### src/rtl/relu_ctrl_pkg.sv
// Shared defaults and helpers for the shared-ReLU arbiter.
// Imported by the arbiter top and its result buffer.
package relu_ctrl_pkg;

  localparam int DEF_DATA_WIDTH = 32;
  localparam int DEF_NUM_REQ    = 4;
  localparam int DEF_RELU_LAT   = 3;
  localparam int DEF_FIFO_DEPTH = 4;

  function automatic int id_width(input int n);
    return (n > 1) ? $clog2(n) : 1;
  endfunction

endpackage

### src/rtl/relu_res_fifo.sv
// Synchronous result buffer with a registered occupancy count.
// Payload is {id, data}; outputs read as zero while empty.
module relu_res_fifo #(
  parameter int W     = 34,
  parameter int DEPTH = 4
) (
  input  logic                   clk,
  input  logic                   rst,
  input  logic                   i_push,
  input  logic [W-1:0]           i_data,
  input  logic                   i_pop,
  output logic                   o_valid,
  output logic [W-1:0]           o_data,
  output logic [$clog2(DEPTH):0] o_count
);

  localparam int AW = $clog2(DEPTH);

  logic [W-1:0]  r_mem [DEPTH];
  logic [AW-1:0] r_wr;
  logic [AW-1:0] r_rd;
  logic [AW:0]   r_count;
  logic          w_pop;

  assign o_valid = (r_count != '0);
  assign w_pop   = i_pop && o_valid;
  assign o_data  = o_valid ? r_mem[r_rd] : '0;
  assign o_count = r_count;

  always_ff @(posedge clk) begin
    if (i_push) r_mem[r_wr] <= i_data;
  end

  always_ff @(posedge clk) begin
    if (rst) begin
      r_wr    <= '0;
      r_rd    <= '0;
      r_count <= '0;
    end else begin
      if (i_push) r_wr <= r_wr + 1'b1;
      if (w_pop)  r_rd <= r_rd + 1'b1;
      unique case ({i_push, w_pop})
        2'b10:   r_count <= r_count + 1'b1;
        2'b01:   r_count <= r_count - 1'b1;
        default: r_count <= r_count;
      endcase
    end
  end

endmodule

### src/rtl/relu_share_arb.sv
// Round-robin sharing of one pipelined ReLU unit between requesters.
// Credits cover buffered plus in-flight results so the buffer never overflows.
module relu_share_arb
  import relu_ctrl_pkg::*;
#(
  parameter int DATA_WIDTH = DEF_DATA_WIDTH,
  parameter int NUM_REQ    = DEF_NUM_REQ,
  parameter int RELU_LAT   = DEF_RELU_LAT,
  parameter int FIFO_DEPTH = DEF_FIFO_DEPTH
) (
  input  logic                          clk,
  input  logic                          rst,
  input  logic [NUM_REQ-1:0]            req_valid,
  input  logic [NUM_REQ*DATA_WIDTH-1:0] req_data,
  output logic [NUM_REQ-1:0]            req_ready,
  output logic [DATA_WIDTH-1:0]         relu_z,
  input  logic [DATA_WIDTH-1:0]         relu_a,
  output logic                          res_valid,
  input  logic                          res_ready,
  output logic [DATA_WIDTH-1:0]         res_data,
  output logic [id_width(NUM_REQ)-1:0]  res_id,
  output logic                          busy
);

  localparam int IW = id_width(NUM_REQ);
  localparam int PW = DATA_WIDTH + IW;
  localparam int CW = $clog2(FIFO_DEPTH + RELU_LAT + 1);

  logic [IW-1:0]              r_ptr;
  logic [RELU_LAT-1:0]        r_tag_v;
  logic [IW-1:0]              r_tag_id [RELU_LAT];
  logic [CW-1:0]              r_inflight;

  logic                       w_found;
  logic [IW-1:0]              w_win_id;
  logic                       w_credit;
  logic                       w_issue;
  logic                       w_push;
  logic                       w_fifo_valid;
  logic [PW-1:0]              w_fifo_data;
  logic [$clog2(FIFO_DEPTH):0] w_fifo_cnt;
  logic [CW-1:0]              w_occ;
  int                         v_idx;

  always_comb begin
    w_found  = 1'b0;
    w_win_id = '0;
    v_idx    = 0;
    for (int k = 0; k < NUM_REQ; k++) begin
      v_idx = int'(r_ptr) + k;
      if (v_idx >= NUM_REQ) v_idx = v_idx - NUM_REQ;
      if (!w_found && req_valid[v_idx]) begin
        w_found  = 1'b1;
        w_win_id = IW'(v_idx);
      end
    end
  end

  // Registered occupancy only: a same-cycle pop frees its credit next cycle.
  assign w_occ     = CW'(w_fifo_cnt) + r_inflight;
  assign w_credit  = (w_occ < CW'(FIFO_DEPTH));
  assign w_issue   = !rst && w_found && w_credit;
  assign req_ready = w_issue ? (NUM_REQ'(1) << w_win_id) : '0;
  assign relu_z    = w_issue ?
                     req_data[w_win_id*DATA_WIDTH +: DATA_WIDTH] : '0;

  assign w_push = r_tag_v[RELU_LAT-1];

  always_ff @(posedge clk) begin
    if (rst) begin
      r_ptr <= '0;
    end else if (w_issue) begin
      r_ptr <= (w_win_id == IW'(NUM_REQ-1)) ? '0 : w_win_id + 1'b1;
    end
  end

  always_ff @(posedge clk) begin
    if (rst) begin
      r_tag_v <= '0;
      for (int i = 0; i < RELU_LAT; i++) r_tag_id[i] <= '0;
    end else begin
      r_tag_v[0]  <= w_issue;
      r_tag_id[0] <= w_win_id;
      for (int i = 1; i < RELU_LAT; i++) begin
        r_tag_v[i]  <= r_tag_v[i-1];
        r_tag_id[i] <= r_tag_id[i-1];
      end
    end
  end

  always_ff @(posedge clk) begin
    if (rst) begin
      r_inflight <= '0;
    end else begin
      unique case ({w_issue, w_push})
        2'b10:   r_inflight <= r_inflight + 1'b1;
        2'b01:   r_inflight <= r_inflight - 1'b1;
        default: r_inflight <= r_inflight;
      endcase
    end
  end

  relu_res_fifo #(
    .W     (PW),
    .DEPTH (FIFO_DEPTH)
  ) u_fifo (
    .clk     (clk),
    .rst     (rst),
    .i_push  (w_push),
    .i_data  ({r_tag_id[RELU_LAT-1], relu_a}),
    .i_pop   (res_valid && res_ready),
    .o_valid (w_fifo_valid),
    .o_data  (w_fifo_data),
    .o_count (w_fifo_cnt)
  );

  assign res_valid = !rst && w_fifo_valid;
  assign res_data  = rst ? '0 : w_fifo_data[DATA_WIDTH-1:0];
  assign res_id    = rst ? '0 : w_fifo_data[PW-1:DATA_WIDTH];
  assign busy      = !rst &&
                     ((r_inflight != '0) || (w_fifo_cnt != '0));

endmodule
### config.mk
export PLATFORM = sky130hd
export DESIGN_NAME = relu_share_arb
export DESIGN_NICKNAME = d
export VERILOG_FILES = /design/src/rtl/relu_ctrl_pkg.sv /design/src/rtl/relu_res_fifo.sv /design/src/rtl/relu_share_arb.sv
export SDC_FILE = /design/constraint.sdc
export NUM_CORES = 1
export LEC_CHECK = 0
export BUFFER_PORTS_ARGS = -buffer_cell sky130_fd_sc_hd__buf_2
export CAP_MARGIN = 20
export CORE_MARGIN = 2
export CORE_UTILIZATION = 51
export CTS_CLUSTER_SIZE = 25
export DETAILED_ROUTE_END_ITERATION = 7
export PLACE_DENSITY = 0.8
export SLEW_MARGIN = 0
export SYNTH_ARGS = -nofsm -noshare
export SYNTH_HDL_FRONTEND = slang
export SYNTH_SLANG_ARGS = --single-unit
### constraint.sdc
create_clock -name clk -period 2.8 [get_ports clk]
set_input_delay 0 -clock clk [delete_from_list [all_inputs] [get_ports clk]]
set_output_delay 0 -clock clk [all_outputs]
set_load 0.005 [all_outputs]
; ---- Word-level counts from Yosys, hierarchy flattened
; Memory sizes are Yosys's and may differ from the RTL's. A register that Yosys moved wholly into a read port is not among the register bits.
; Cells that the tools add are included.
[totals]
regBits = 15
ram_bits = 142
inputBits = 167
output_inout_bits = 72
wordCells = 102
memories = 2
[op_classes]
n_addsub = 15
order_cmp = 9
n_eq_ne = 5
shifts = 2
n_mux = 42
n_bitwise = 3
n_reduce_logical = 18
[mem_list]
columns = memory, depth, width, rd, rd_clocked_by_memory_dff, write_ports, line
row1 = u_fifo.r_mem, 4, 34, 1, 1, 1, relu_res_fifo.sv:19  ; logic [W-1:0] r_mem [DEPTH];
row2 = r_tag_id, 3, 2, 3, 0, 3, relu_share_arb.sv:31  ; logic [IW-1:0] r_tag_id [RELU_LAT];
[ops]
columns = op, count
row1 = 32-bit two-way mux, 6
row2 = 32-bit by 4-bit < comparator with 1-bit output (second input constant), 4
row3 = 128-bit by 8-bit variable part select with 32-bit output, 1
row4 = 34-bit two-way mux, 1
row5 = 2-bit two-way mux, 11
row6 = 1-bit two-way mux, 17
row7 = 3-bit one-hot mux with 2 select lines, 2
row8 = 3-bit by 3-bit subtractor with 4-bit output (second input constant), 3
row9 = 3-bit >= comparator (second input constant), 3
row10 = 1-bit logical AND, 9
row11 = 1-bit binary-select mux with 2-bit select, 4
row12 = 2-bit by 1-bit adder with 2-bit output (second input constant), 3
row13 = 2-bit by 2-bit adder with 3-bit output (second input constant), 2
row14 = 3-bit by 1-bit adder with 3-bit output (second input constant), 2
row15 = 2-bit equality test (second input constant), 3
row16 = 3-bit nonzero test, 2
row17 = 3-bit by 1-bit subtractor with 3-bit output (second input constant), 2
row18 = 2-bit by 1-bit equality test with 1-bit output (second input constant), 2
row19 = 1-bit zero test, 4
row20 = 4-bit two-way mux, 1
row21 = 2-bit nonzero test, 2
row22 = 1-bit by 2-bit << shifter with 4-bit output (first input constant), 1
row23 = 2-bit by 3-bit subtractor with 4-bit output (second input constant), 1
row24 = 2-bit by 1-bit adder with 3-bit output (second input constant), 1
row25 = other kinds (5), 7

; ---- Longest topological paths before layout
[logic_depth]
word_depth = 19
depth_mapped = 11
mapped_depth_nobuf = 10

; ---- Cells and area by module
; Synthesis repeated with hierarchy kept, for this count alone.
[unflattened]
hier_cells = 493
area_unflattened_um2 = 7609.8
[modules_own_cells]
columns = module, n_inst, cells_each, area_per_inst_um2, seq_area_each_um2
row1 = relu_res_fifo, 1, 265, 5686.7, 4264.1
row2 = relu_share_arb, 1, 228, 1923.1, 280.3

; ---- Worst setup path before layout
; No wires, ideal clock.
[synth_timing]
kind = register -> register
from = register r_inflight[1]
to = register r_inflight[2]
setup_ns = 0.071
arrival_ns = 2.330
t_required_ns = 2.729
path_slack_ns = 0.399
path_stages_with_launch = 12
n_path_buf = 1
path_cell_list = dfxtp_1 ha_1 a31oi_1 xnor2_1 nor2_2 buf_6 inv_1 ha_1 fa_1 xnor2_1 or3_1 a21oi_1
[synth_between]
elab_chain_cells = 5
elab_cells_between_ends = 9
cone_classes = add/sub (3) / order compare (1) / eq/ne (2) / mux (1) / reduce/logical (2)
[synth_rtl]
columns = element, line
row1 = from (decl), relu_share_arb.sv:32  ; logic [CW-1:0] r_inflight;
row2 = from (signal assigned), relu_share_arb.sv:96  ; 2'b10: r_inflight <= r_inflight + 1'b1;
row3 = from (signal assigned), relu_share_arb.sv:97  ; 2'b01: r_inflight <= r_inflight - 1'b1;
row4 = from (signal assigned), relu_share_arb.sv:98  ; default: r_inflight <= r_inflight;
row5 = 3-bit adder, relu_share_arb.sv:60  ; assign w_occ = CW'(w_fifo_cnt) + r_inflight;
row6 = 3-bit < comparator, relu_share_arb.sv:61  ; assign w_credit = (w_occ < CW'(FIFO_DEPTH));
row7 = 1-bit logical AND, relu_share_arb.sv:62  ; assign w_issue = !rst && w_found && w_credit;
row8 = 2-bit by 1-bit equality test with 1-bit output / 2-bit equality test (equally long branches), relu_share_arb.sv:95  ; unique case ({w_issue, w_push})
row9 = 3-bit one-hot mux with 2 select lines / 2-bit nonzero test (equally long branches), -
; Parallel ways exist; a longest one is shown, timed or not.
; A chain may end at the register's enable or synchronous reset.

; ---- Final worst setup path
[layout_timing]
from = register r_inflight[1]
to = output port relu_z[11]
[layout_between]
elab_chain_cells = 4
[layout_rtl]
columns = element, line
row1 = 3-bit adder, relu_share_arb.sv:60
row2 = 3-bit < comparator, relu_share_arb.sv:61
row3 = 1-bit logical AND, relu_share_arb.sv:62
row4 = 32-bit two-way mux, relu_share_arb.sv:64  ; assign relu_z = w_issue ?
row5 = to (decl), relu_share_arb.sv:16  ; output logic [DATA_WIDTH-1:0] relu_z,
; No other way between the ends.

==> results.toml <==
[run_status]
status = "complete, no violations"

[pwr]
p_clk_share_pct = 36.4
p_seq_share_pct = 41.1
internal-power_mw = 4.81
p_sw_share_pct = 26.3
p_sw_mw = 1.72
peakVddDrop_mv = 0.463
p_leak_nw = 4.08
power_density_nw_per_um2 = 676
pwr-share-comb_pct = 22.5

[grt]
grt_overflow = 0
grt_pass1_wl_um = 27400
antenna_found_initial = 4
grt_start_max_net_pins = 37
grt_pass1_vias = 5114
grtUsageTotal_pct = 24.5

[detailed_routing]
wl_um = 18600
dr.pass1.iters = 4
drt_iter0_drc = 354
vias = 4937
ant_nets = 0
drc_errors = 0
vias_per_cell = 5.36
routedWlPerCell_um = 20.2

[logic_synthesis]
synth_area_um2 = 7330
synth_area_leaders = "edfxtp_1 56%, mux4_2 10%, mux2i_1 9.1%"
ys.flop_type = "edfxtp_1"
synth_area_leader_cell = "edfxtp_1"
async_reset_ff_share_pct = 0
syn_inst = 446
seq_area_frac_synth_pct = 62.0
synth_warnings = 0
synth_cell_type_count = 35
synth-edff-count = 136
syn_nets = 626
synth.ff_latch_count = 159
yosysMostFrequentCell = "edfxtp_1"
avgSynthCellArea_um2 = 16.4
synth_top_area_share_pct = 55.7
synth_common_cells = "136 x edfxtp_1, 67 x mux2i_1, 43 x and2_1"

[setup_path]
end_kind = "output pin"
slowest_delay_ns = 0.43
critPathLaunchType = "register"
crit_family = "simple AND/OR/NAND/NOR gates"
cp_data_required_time_ns = 2.80
path_cells = "ha_1 -> a31oi_1 -> xnor2_1 -> nor2_2 -> buf_4 -> or2b_4 -> o22ai_1 -> buf_2"
arrival_ns = 2.48
critPathSlowestCell = "or2b_4"
path_max_fanout = 32
crit_type = "reg2out"
critPathBufInv = 2

[die]
die_w_um = 124
io_pins = 239
initial_core_util_pct = 52.4
coreArea_um2 = 14000
die_area_um2 = 15400
die_height_um = 124
rows = 43

[placement]
io_buffers = 238
globalplace.congestion = 0.917
dpl.hpwl_um = 13000

[cts]
hold_buffers = 34
clock-sinks = 159
cts_tree = "built"
htree_levels = 4
cts.root.buffer_cell = "clkbuf_16"
numCtsBuffers = 17
cts_resized = 0
clk_pin_slew_ns = 0.06
insertion_delay_ns = 0.42
clock_path_buffers = 2
cts_setup_buffers = 0

[timing]
final_hold_viol_count = 0
final-setup-viol-count = 0
tightest_slew_ns = 0.912
fin_hold_ws_ns = 0.0117
clock_skew_ns = 0.00800
relSlewSlack_pct = 39.2
post-route-min-period_ns = 2.48
post-route-period-util_pct = 88.7
slew_viol_final = 0
tns_ns = 0
fmax_mhz = 403
grt_setup_unrepaired = "no"

[cells_and_area]
area_growth_pct = 31.6
finalNetCount = 907
nFillCells = 957
layout-drive-gt1-share_pct = 46.5

[job]
cap_violations = 0

[min_path]
min_path_type = "in2reg"
-- layer usage --
layer / vias to the layer above / track usage (%) / routed length [µm]
li1: 2294 / - / -
met1: 2435 / 27.6 / 7180
met2: 185 / 47.0 / 10200
met3: 23 / 5.31 / 909
met4: 0 / 5.90 / 271
met5: - / 0 / 0
-- sequential cells by signal, summed over array words and instances, names as in the netlist, named ones only --
register,count
u_fifo.r_mem,136
r_tag_id,6
r_inflight,3
r_tag_v,3
u_fifo.o_count,3
r_ptr,2
u_fifo.r_rd,2
u_fifo.r_wr,2
-- power groups by stage --
stage	sequential [mW]	clock, mW	combinational, mW
2_1_floorplan	2.72	0	1.05
3_3_place_gp	2.73	0	1.40
3_5_place_dp	2.73	0	1.43
4_1_cts	2.68	2.41	1.48
5_1_grt	2.69	2.50	1.59
6_report	2.68	2.38	1.47
-- worst paths after layout --
path	start	endpoint	slack, ns	cells after the start
worst max-delay path	r_inflight[1]	relu_z[11]	0.32	8
worst min-delay path	res_ready	register	0.01	4
worst max register to register	r_inflight[1]	r_inflight[2]	0.37	10
worst min register to register	r_tag_v[1]	r_tag_v[2]	0.44	1
-- layout by cell type, fill, tap and decap left out, types with 2 or more instances in the layout --
master / netlist / routed
bufinv_16: 0 / 3
buf_2: 4 / 238
nor2b_1: 9 / 9
a21o_1: 2 / 2
ha_1: 11 / 11
inv_1: 9 / 9
fa_1: 2 / 2
dfxtp_1: 23 / 21
a31oi_1: 2 / 2
o22ai_1: 22 / 22
xnor2_1: 4 / 4
and2_2: 0 / 4
o21ai_0: 3 / 3
buf_4: 1 / 16
edfxtp_1: 136 / 136
clkbuf_16: 0 / 17
and2_1: 43 / 39
o22ai_2: 10 / 10
inv_6: 0 / 7
clkinv_4: 0 / 2
xor2_1: 5 / 5
clkinvlp_4: 0 / 2
mux4_2: 34 / 34
nor2_1: 16 / 15
a21oi_1: 5 / 5
nor2_2: 1 / 2
nand2b_1: 3 / 3
mux2i_1: 67 / 67
dfxtp_2: 0 / 2
dlygate4sd3_1: 0 / 34
nand2_1: 2 / 2
or3_1: 2 / 2
nor3_1: 2 / 2
-- cell families after synthesis --
logic type | count (synthesis) | synth area share, %
compound gates | 46 | 5.00
xor+xnor | 9 | 1.07
fa+ha+maj | 13 | 2.42
buf+inv | 36 | 3.31
flops | 159 | 62.0
mux | 101 | 19.6
simple gates | 82 | 6.65
-- cell type report --
| type | count | area, µm² | share of cell area [%] |
|---|---|---|---|
| repair buffers | 289 | 1670 | 17.3 |
| clock buffers | 17 | 425 | 4.41 |
| well taps | 180 | 225 | 2.33 |
| clock inverters | 15 | 195 | 2.02 |
| flip-flops and latches | 159 | 4550 | 47.1 |
| inverters | 9 | 33.8 | 0.350 |
| diodes | 1 | 2.50 | 0.0259 |
| multi-input cells | 251 | 2550 | 26.5 |
-- worst min-delay path, delay by kind of cell --
kind / cells / cell delay (ns)
AND/OR/NAND/NOR: 2 / 0.20
buffers and inverters: 1 / 0.11
XOR/XNOR: 1 / 0.07
-- stage by stage --
stage          worst slack (ns)  power (mW)  util (%)  instances  instance area, µm²
2_1_floorplan             0.399        3.76         -        446                7330
3_3_place_gp              0.469        4.13      62.1        854                8690
3_5_place_dp              0.373        4.16      62.1        854                8690
4_1_cts                   0.310        6.57      69.0        920                9650
5_1_grt                   0.136        6.78      69.0        921                9660
6_report                  0.316        6.53      69.0        921                9660
Power figures use the tool's default switching activity.
